$ cat config.mk
export PLATFORM = sky130hd
export DESIGN_NAME = ula_seq_param
export DESIGN_NICKNAME = d
export VERILOG_FILES = /design/src/rtl/ula_pkg.sv /design/src/rtl/ula_iter_muldiv.sv /design/src/rtl/ula_seq_param.sv
export SDC_FILE = /design/constraint.sdc
export NUM_CORES = 1
export LEC_CHECK = 0
export ABC_AREA = 1
export BUFFER_PORTS_ARGS = -buffer_cell sky130_fd_sc_hd__buf_2
export CELL_PAD_IN_SITES_DETAIL_PLACEMENT = 2
export CELL_PAD_IN_SITES_GLOBAL_PLACEMENT = 2
export CORE_ASPECT_RATIO = 0.7
export CORE_MARGIN = 8
export CORE_UTILIZATION = 34
export CTS_BUF_LIST = sky130_fd_sc_hd__clkbuf_8
export DETAILED_ROUTE_END_ITERATION = 10
export PLACE_DENSITY_LB_ADDON = 0.08
export SETUP_SLACK_MARGIN = 0.3
export SYNTH_ARGS = -nofsm -noshare
export SYNTH_HDL_FRONTEND = slang
export SYNTH_SLANG_ARGS = --single-unit
$ cat constraint.sdc
create_clock -name clk -period 2.6 [get_ports clk]
set_input_delay 0.39 -clock clk [delete_from_list [all_inputs] [get_ports clk]]
set_output_delay 0.39 -clock clk [all_outputs]
set_load 0.005 [all_outputs]
$ cat src/rtl/ula_pkg.sv
// Shared opcodes, FSM encoding and width helper for the sequential ULA.
package ula_pkg;

  localparam logic [2:0] OP_ADD = 3'b000;
  localparam logic [2:0] OP_SUB = 3'b001;
  localparam logic [2:0] OP_AND = 3'b010;
  localparam logic [2:0] OP_OR  = 3'b011;
  localparam logic [2:0] OP_MUL = 3'b100;
  localparam logic [2:0] OP_XOR = 3'b101;
  localparam logic [2:0] OP_DIV = 3'b110;
  localparam logic [2:0] OP_RSV = 3'b111;

  localparam logic MODE_MUL = 1'b0;
  localparam logic MODE_DIV = 1'b1;

  typedef enum logic [1:0] {IDLE, EXEC, ITER, FIN} state_t;

  function automatic int res_w(input int w);
    return 2 * w;
  endfunction

endpackage

$ cat src/rtl/ula_iter_muldiv.sv
// Shared shift-add multiply / restoring divide datapath; one partial step per step pulse.
module ula_iter_muldiv
  import ula_pkg::*;
#(
  parameter int WIDTH = 8
) (
  input  logic             clk,
  input  logic             rst,
  input  logic             load,
  input  logic             step,
  input  logic             mode,
  input  logic [WIDTH-1:0] opa,
  input  logic [WIDTH-1:0] opb,
  output logic [WIDTH-1:0] acc_hi,
  output logic [WIDTH-1:0] acc_lo
);

  logic [WIDTH-1:0] hi_q, hi_d, lo_q, lo_d, m_q, m_d;
  logic [WIDTH:0]   sum, shl, diff;

  // acc_hi/acc_lo present the post-step value so the caller can capture the
  // final result on the same edge as the last step.
  always_comb begin
    sum  = {1'b0, hi_q} + {1'b0, m_q};
    shl  = {hi_q, lo_q[WIDTH-1]};
    diff = shl - {1'b0, m_q};
    if (mode == MODE_MUL) begin
      if (lo_q[0]) {acc_hi, acc_lo} = {sum, lo_q[WIDTH-1:1]};
      else         {acc_hi, acc_lo} = {1'b0, hi_q, lo_q[WIDTH-1:1]};
    end else if (!diff[WIDTH]) begin
      acc_hi = diff[WIDTH-1:0];
      acc_lo = {lo_q[WIDTH-2:0], 1'b1};
    end else begin
      acc_hi = shl[WIDTH-1:0];
      acc_lo = {lo_q[WIDTH-2:0], 1'b0};
    end
  end

  always_comb begin
    hi_d = hi_q;
    lo_d = lo_q;
    m_d  = m_q;
    if (load) begin
      hi_d = '0;
      lo_d = opa;
      m_d  = opb;
    end else if (step) begin
      hi_d = acc_hi;
      lo_d = acc_lo;
    end
  end

  always_ff @(posedge clk) begin
    if (rst) begin
      hi_q <= '0;
      lo_q <= '0;
      m_q  <= '0;
    end else begin
      hi_q <= hi_d;
      lo_q <= lo_d;
      m_q  <= m_d;
    end
  end

endmodule

$ cat src/rtl/ula_seq_param.sv
// Clocked ULA: single-cycle logic/arith ops, iterative mult/div, registered result and flags.
module ula_seq_param
  import ula_pkg::*;
#(
  parameter  int WIDTH = 8,
  localparam int RES_W = res_w(WIDTH)
) (
  input  logic             clk,
  input  logic             rst,
  input  logic             start,
  input  logic [2:0]       op,
  input  logic [WIDTH-1:0] a,
  input  logic [WIDTH-1:0] b,
  input  logic             cin,
  output logic             busy,
  output logic             done,
  output logic [RES_W-1:0] result,
  output logic             flag_zero,
  output logic             flag_carry,
  output logic             flag_neg,
  output logic             flag_error
);

  localparam int CNT_W = $clog2(WIDTH);

  state_t           state_q, state_d;
  logic [WIDTH-1:0] a_q, a_d, b_q, b_d;
  logic [2:0]       op_q, op_d;
  logic             cin_q, cin_d;
  logic [CNT_W-1:0] cnt_q, cnt_d;
  logic [RES_W-1:0] result_q, result_d;
  logic             zero_q, zero_d, carry_q, carry_d, neg_q, neg_d, err_q, err_d;
  logic             done_q, done_d, busy_q, busy_d;
  logic             is_iter, it_load, it_step;
  logic [WIDTH-1:0] acc_hi, acc_lo;
  logic [WIDTH:0]   sum, diff;

  // Division by zero short-circuits to the single-cycle error path.
  assign is_iter = (op_q == OP_MUL) || ((op_q == OP_DIV) && (b_q != '0));

  ula_iter_muldiv #(.WIDTH(WIDTH)) u_iter (
    .clk    (clk),
    .rst    (rst),
    .load   (it_load),
    .step   (it_step),
    .mode   ((op_q == OP_DIV) ? MODE_DIV : MODE_MUL),
    .opa    (a_q),
    .opb    (b_q),
    .acc_hi (acc_hi),
    .acc_lo (acc_lo)
  );

  always_comb begin
    state_d = state_q;
    unique case (state_q)
      IDLE:    if (start) state_d = EXEC;
      EXEC:    state_d = is_iter ? ITER : FIN;
      ITER:    if (cnt_q == '0) state_d = FIN;
      FIN:     state_d = IDLE;
      default: state_d = IDLE;
    endcase
  end

  always_comb begin
    a_d      = a_q;
    b_d      = b_q;
    op_d     = op_q;
    cin_d    = cin_q;
    cnt_d    = cnt_q;
    result_d = result_q;
    zero_d   = zero_q;
    carry_d  = carry_q;
    neg_d    = neg_q;
    err_d    = err_q;
    it_load  = 1'b0;
    it_step  = 1'b0;
    sum      = {1'b0, a_q} + {1'b0, b_q} + {{WIDTH{1'b0}}, cin_q};
    diff     = {1'b0, a_q} - {1'b0, b_q};
    case (state_q)
      IDLE: if (start) begin
        a_d   = a;
        b_d   = b;
        op_d  = op;
        cin_d = cin;
      end
      EXEC: if (is_iter) begin
        it_load = 1'b1;
        cnt_d   = CNT_W'(WIDTH - 1);
      end else begin
        carry_d = 1'b0;
        neg_d   = 1'b0;
        err_d   = 1'b0;
        case (op_q)
          OP_ADD: begin
            result_d = RES_W'(sum);
            carry_d  = sum[WIDTH];
          end
          OP_SUB: begin
            result_d = RES_W'(diff[WIDTH-1:0]);
            neg_d    = diff[WIDTH];
          end
          OP_AND:  result_d = RES_W'(a_q & b_q);
          OP_OR:   result_d = RES_W'(a_q | b_q);
          OP_XOR:  result_d = RES_W'(a_q ^ b_q);
          default: begin
            result_d = '0;
            err_d    = 1'b1;
          end
        endcase
        zero_d = (result_d == '0);
      end
      ITER: begin
        it_step = 1'b1;
        if (cnt_q == '0) begin
          result_d = {acc_hi, acc_lo};
          zero_d   = (result_d == '0);
          carry_d  = 1'b0;
          neg_d    = 1'b0;
          err_d    = 1'b0;
        end else begin
          cnt_d = cnt_q - CNT_W'(1);
        end
      end
      default: ;
    endcase
    done_d = (state_d == FIN);
    busy_d = (state_d == EXEC) || (state_d == ITER);
  end

  always_ff @(posedge clk) begin
    if (rst) begin
      state_q  <= IDLE;
      a_q      <= '0;
      b_q      <= '0;
      op_q     <= '0;
      cin_q    <= 1'b0;
      cnt_q    <= '0;
      result_q <= '0;
      zero_q   <= 1'b0;
      carry_q  <= 1'b0;
      neg_q    <= 1'b0;
      err_q    <= 1'b0;
      done_q   <= 1'b0;
      busy_q   <= 1'b0;
    end else begin
      state_q  <= state_d;
      a_q      <= a_d;
      b_q      <= b_d;
      op_q     <= op_d;
      cin_q    <= cin_d;
      cnt_q    <= cnt_d;
      result_q <= result_d;
      zero_q   <= zero_d;
      carry_q  <= carry_d;
      neg_q    <= neg_d;
      err_q    <= err_d;
      done_q   <= done_d;
      busy_q   <= busy_d;
    end
  end

  assign busy       = busy_q;
  assign done       = done_q;
  assign result     = result_q;
  assign flag_zero  = zero_q;
  assign flag_carry = carry_q;
  assign flag_neg   = neg_q;
  assign flag_error = err_q;

endmodule

==> out/results.txt <==
The post-synthesis cell count is 756, and the data required time of the critical path is 2.88 ns. In this run, the clock network consumes 14.0% of the power. TritonCTS created 9 clock buffers. The critical path starts at b_q[0]$_SDFFE_PP0P_. The tools report the detailed placer's ending HPWL as 16,800 microns. The library cell with the highest instance count after synthesis is nand2_1. Measured in cells, the most critical reg-to-reg path has a length of 14.

The worst hold path begins at cin. For this run, the number of Yosys warnings is 0. The insertion delay to the later sink of the worst-skew pair is 0.39 ns. Ranked by total cell area, the synthesized netlist is headed by dfxtp_1 (28%), nand2_1 (12%), ha_1 (12%). The layout cell share with drive strength beyond 1 was 20.8%.

Broken down by cell family, the worst path's largest delay share belongs to simple AND/OR/NAND/NOR gates. For this design the ratio of total power to cell area is 1110 nW/um^2. Adding up every negative setup slack in the final design gives 0 ns. The final hold violation count is 0, and the number of top-level pins is 45. For this run, the leading register cell type out of synthesis is dfxtp_1. The die span in x was 162 microns. The tree is rooted in a clkbuf_8. Once the floorplan was initialized, standard cells occupied 34.6% of the core. The filler cells instantiated in the layout total 1,771.

Setup violations remaining at the end of the flow were counted as 0. Number of antenna-violating nets in the routed design: 0. The static leakage power is 2.81 nW. The endpoint identified for the worst register-to-register timing path is flag_zero$_SDFFE_PP0P_.

The total overflow reported by the global router came out at 0. Portion of total power attributed to combinational logic: 61.8%. The critical path contains buffers and inverters numbering 3 combined. The flow ran to the end, and the final reports show no timing, DRC or antenna violations. The sequential fraction of the synthesis area was 28.2%. The number of nets in the layout was 886. In this run the worst setup path terminates at flag_zero$_SDFFE_PP0P_.

The worst supply voltage drop on vdd is 0.698 mV, and the number of gates on the worst path with buffers counted is 14. The overall track demand over capacity in global routing came out at 21.9%. The netlist area before placement came out at 5040 sq um. Setup repair after global routing could not meet its margin everywhere. The average routed wire per standard cell came out at 20.9 microns. The number of storage elements in the synthesis netlist works out to 71.

Setup slack on the worst reg-to-reg path comes out at 0.25 ns. Violation count after the first detailed-route iteration: 295. The clock period could shrink to 2.35 ns.

The startpoint identified for the worst register-to-register timing path is b_q[0]$_SDFFE_PP0P_. The internal portion of the total power is 3.18 mW. Derived from the worst setup path, the maximum achievable clock frequency is 425 MHz. The count of final max-slew check failures was 0.

The largest net degree at the start of global routing was 40. The mean cell area of the mapped netlist came out at 6.66 sq um. The switching power is 3.59 mW.

The critical path's largest stage delay is 0.40 ns, and the share of the cycle needed by the critical path after routing is 90.4%. TritonCTS built the clock tree. The count of buffers added on input and output ports is 44.

The layout overhead on the synthesized area came out at 20.9%. The number of iterations in the first detailed-routing pass came out at 4. The final wirelength is 21,200 microns, and the clock skew is 0.00884 ns. For the pin with the worst max-slew slack, the measured transition is 0.810 ns. 0 antenna diodes ended up in the layout. The floorplan row count is 37.

The critical path goes through buf_4, ha_2, fa_2, inv_2, nand4_1, buf_4, nand4_1, nand3_2, nand2_2, nor2_4, nand3_1, nor2_1, nor2_1, a21oi_1. The number of H-tree branching levels is 3. The floorplan step defined a die boundary enclosing 19,000 sq um. After synthesis, the share of flip-flops with an asynchronous set or reset is 0%. For the worst path arrival time, the log shows 2.63 ns. For the number of antenna violations at the first check in global routing, the log shows 0.

The first global-routing pass estimated 32,900 microns of wire. Worst-path maximum fanout: 5. The region available for standard cell placement spans 14,600 sq um.

The count of flip-flops with a built-in enable after synthesis was 0. The worst slack on hold paths came out at 0.267 ns. Clock tree synthesis found a total of 71 sinks. Measured against its own limit, the worst slew margin works out to 45.7%. The run gives 5,816 as the number of global-route vias before repair.

Summed over its instances, the top area cell type makes up 28.2% of the synthesized netlist area. The longest clock path from root to sink contains 2 buffers. In the routed layout, each cell is associated on average with a via count of 5.27.

Clock-pin slew was measured on the worst setup and hold paths at 0.09 ns. Summed over all instances, the cell type with the most area after synthesis is dfxtp_1. In this run switching power makes up 53.0% of total power. Among all stages on the critical path, the largest delay is contributed by fa_2. The max-cap check violation count came out at 0. The number of nets in the synthesized netlist is 831.

Remaining routing DRC violations: 0. Routability-driven placement finished with a final weighted congestion of 0.942. The setup path with the least slack is of type flip-flop to flip-flop. STA classifies the critical path endpoint as a flip-flop.

The run gives 24.2% as the sequential fraction of design power. The type of the most critical hold path is input port to flip-flop. The startpoint type of the worst setup path is a flip-flop. The routed via count was 5,332; the count of cell types in the netlist was 45. The commonest cells after synthesis are nand2_1 (159), inv_1 (94), a21oi_1 (85). The vertical die dimension works out to 118 microns.
[tightest hold or removal path, stage by stage]
cell	delay, ns
buf_2	0.08
o21ai_0	0.08
nor2_1	0.08
[sequential cells by signal, summed over array words and instances (netlist names)]
signal / count
flag_neg: 1
cin_q: 1
busy: 1
state_q: 2
u_iter.hi_q: 8
op_q: 3
flag_zero: 1
u_iter.m_q: 8
b_q: 8
flag_carry: 1
u_iter.lo_q: 8
done: 1
a_q: 8
cnt_q: 3
result: 16
flag_error: 1
[per-stage QoR]
step           std cells  setup slack [ns]  total power, mW  cell area (sq um)  util [%]
2_1_floorplan        756             0.355             3.94               5040         -
3_3_place_gp         990             0.159             5.08               5550      38.1
3_5_place_dp         990           -0.0224             5.30               5550      38.1
4_1_cts             1008             0.206             6.40               5820      39.9
5_1_grt             1011             0.128             7.29               6090      41.8
6_report            1011             0.249             6.77               6090      41.8
[power by group through the flow]
stage               registers (mW)  logic [mW]  clock network, mW
finish                        1.64        4.18              0.951
global route                  1.67        4.61               1.01
CTS                           1.62        3.79              0.979
detailed placement            1.64        3.66                  0
global placement              1.62        3.46                  0
floorplan                     1.55        2.38                  0
[layout make-up]
| class | count | area (sq um) | area share, % |
|---|---|---|---|
| clock inverter | 7 | 73.8 | 1.21 |
| clock buffer | 9 | 124 | 2.03 |
| tap | 195 | 244 | 4.01 |
| timing repair buffer | 73 | 442 | 7.25 |
| multi-input combinational | 558 | 3390 | 55.7 |
| sequential | 71 | 1440 | 23.7 |
| inverter | 98 | 372 | 6.10 |
[what timing repair did]
action	4_1_cts	5_1_grt
hold buffers	0	0
setup endpoints to repair	22	31
setup buffers	2	3
pin swaps	3	25
gates resized for setup	24	67
gates cloned	0	0
[layer usage]
layer	wire length [microns]	GRT usage [%]	vias to the layer above
met2	8800	31.7	84
met3	1050	4.61	12
li1	-	-	2623
met1	11200	32.4	2613
met5	0	0	-
met4	157	4.38	0
[cell usage in the layout (no fill, tap or decap), drive strengths merged, types with 2 or more instances in the layout]
master and instances:
nand2 161, dfxtp 71, buf 73, nor3 4
xnor2 2, nand3 59, or2 3, xor2 2
nand3b 4, fa 5, a211oi 6, clkbuf 9
o311ai 2, o21ai 83, o211ai 3, ha 47
nor2 65, a31oi 2, clkinv 3, o22ai 2
inv 101, o21bai 2, nand4 12, a21oi 86
[how the worst min path moves through the flow]
stage	depth (start not counted)	endpoint
after floorplan	1	cnt_q[0]$_SDFFE_PP0P_
after global placement	2	flag_carry$_SDFFE_PP0P_
after detailed placement	2	flag_error$_SDFFE_PP0P_
after CTS	3	op_q[2]$_SDFFE_PP0P_
after global routing	3	op_q[2]$_SDFFE_PP0P_
final	3	cin_q$_SDFFE_PP0P_
[kinds of logic (layout without fill, tap and decap cells)]
logic type,after synthesis,in the layout,share of synthesized area [%]
xor gates and xnor gates,4,4,0.695
buffers and inverters,127,187,9.93
DFF,71,71,28.2
and+or+nand+nor,310,310,26.9
AOI/OAI and AO/OA,192,192,20.6
adders and majority gates,52,52,13.7
Note: power is estimated with default switching activity, not from simulation.
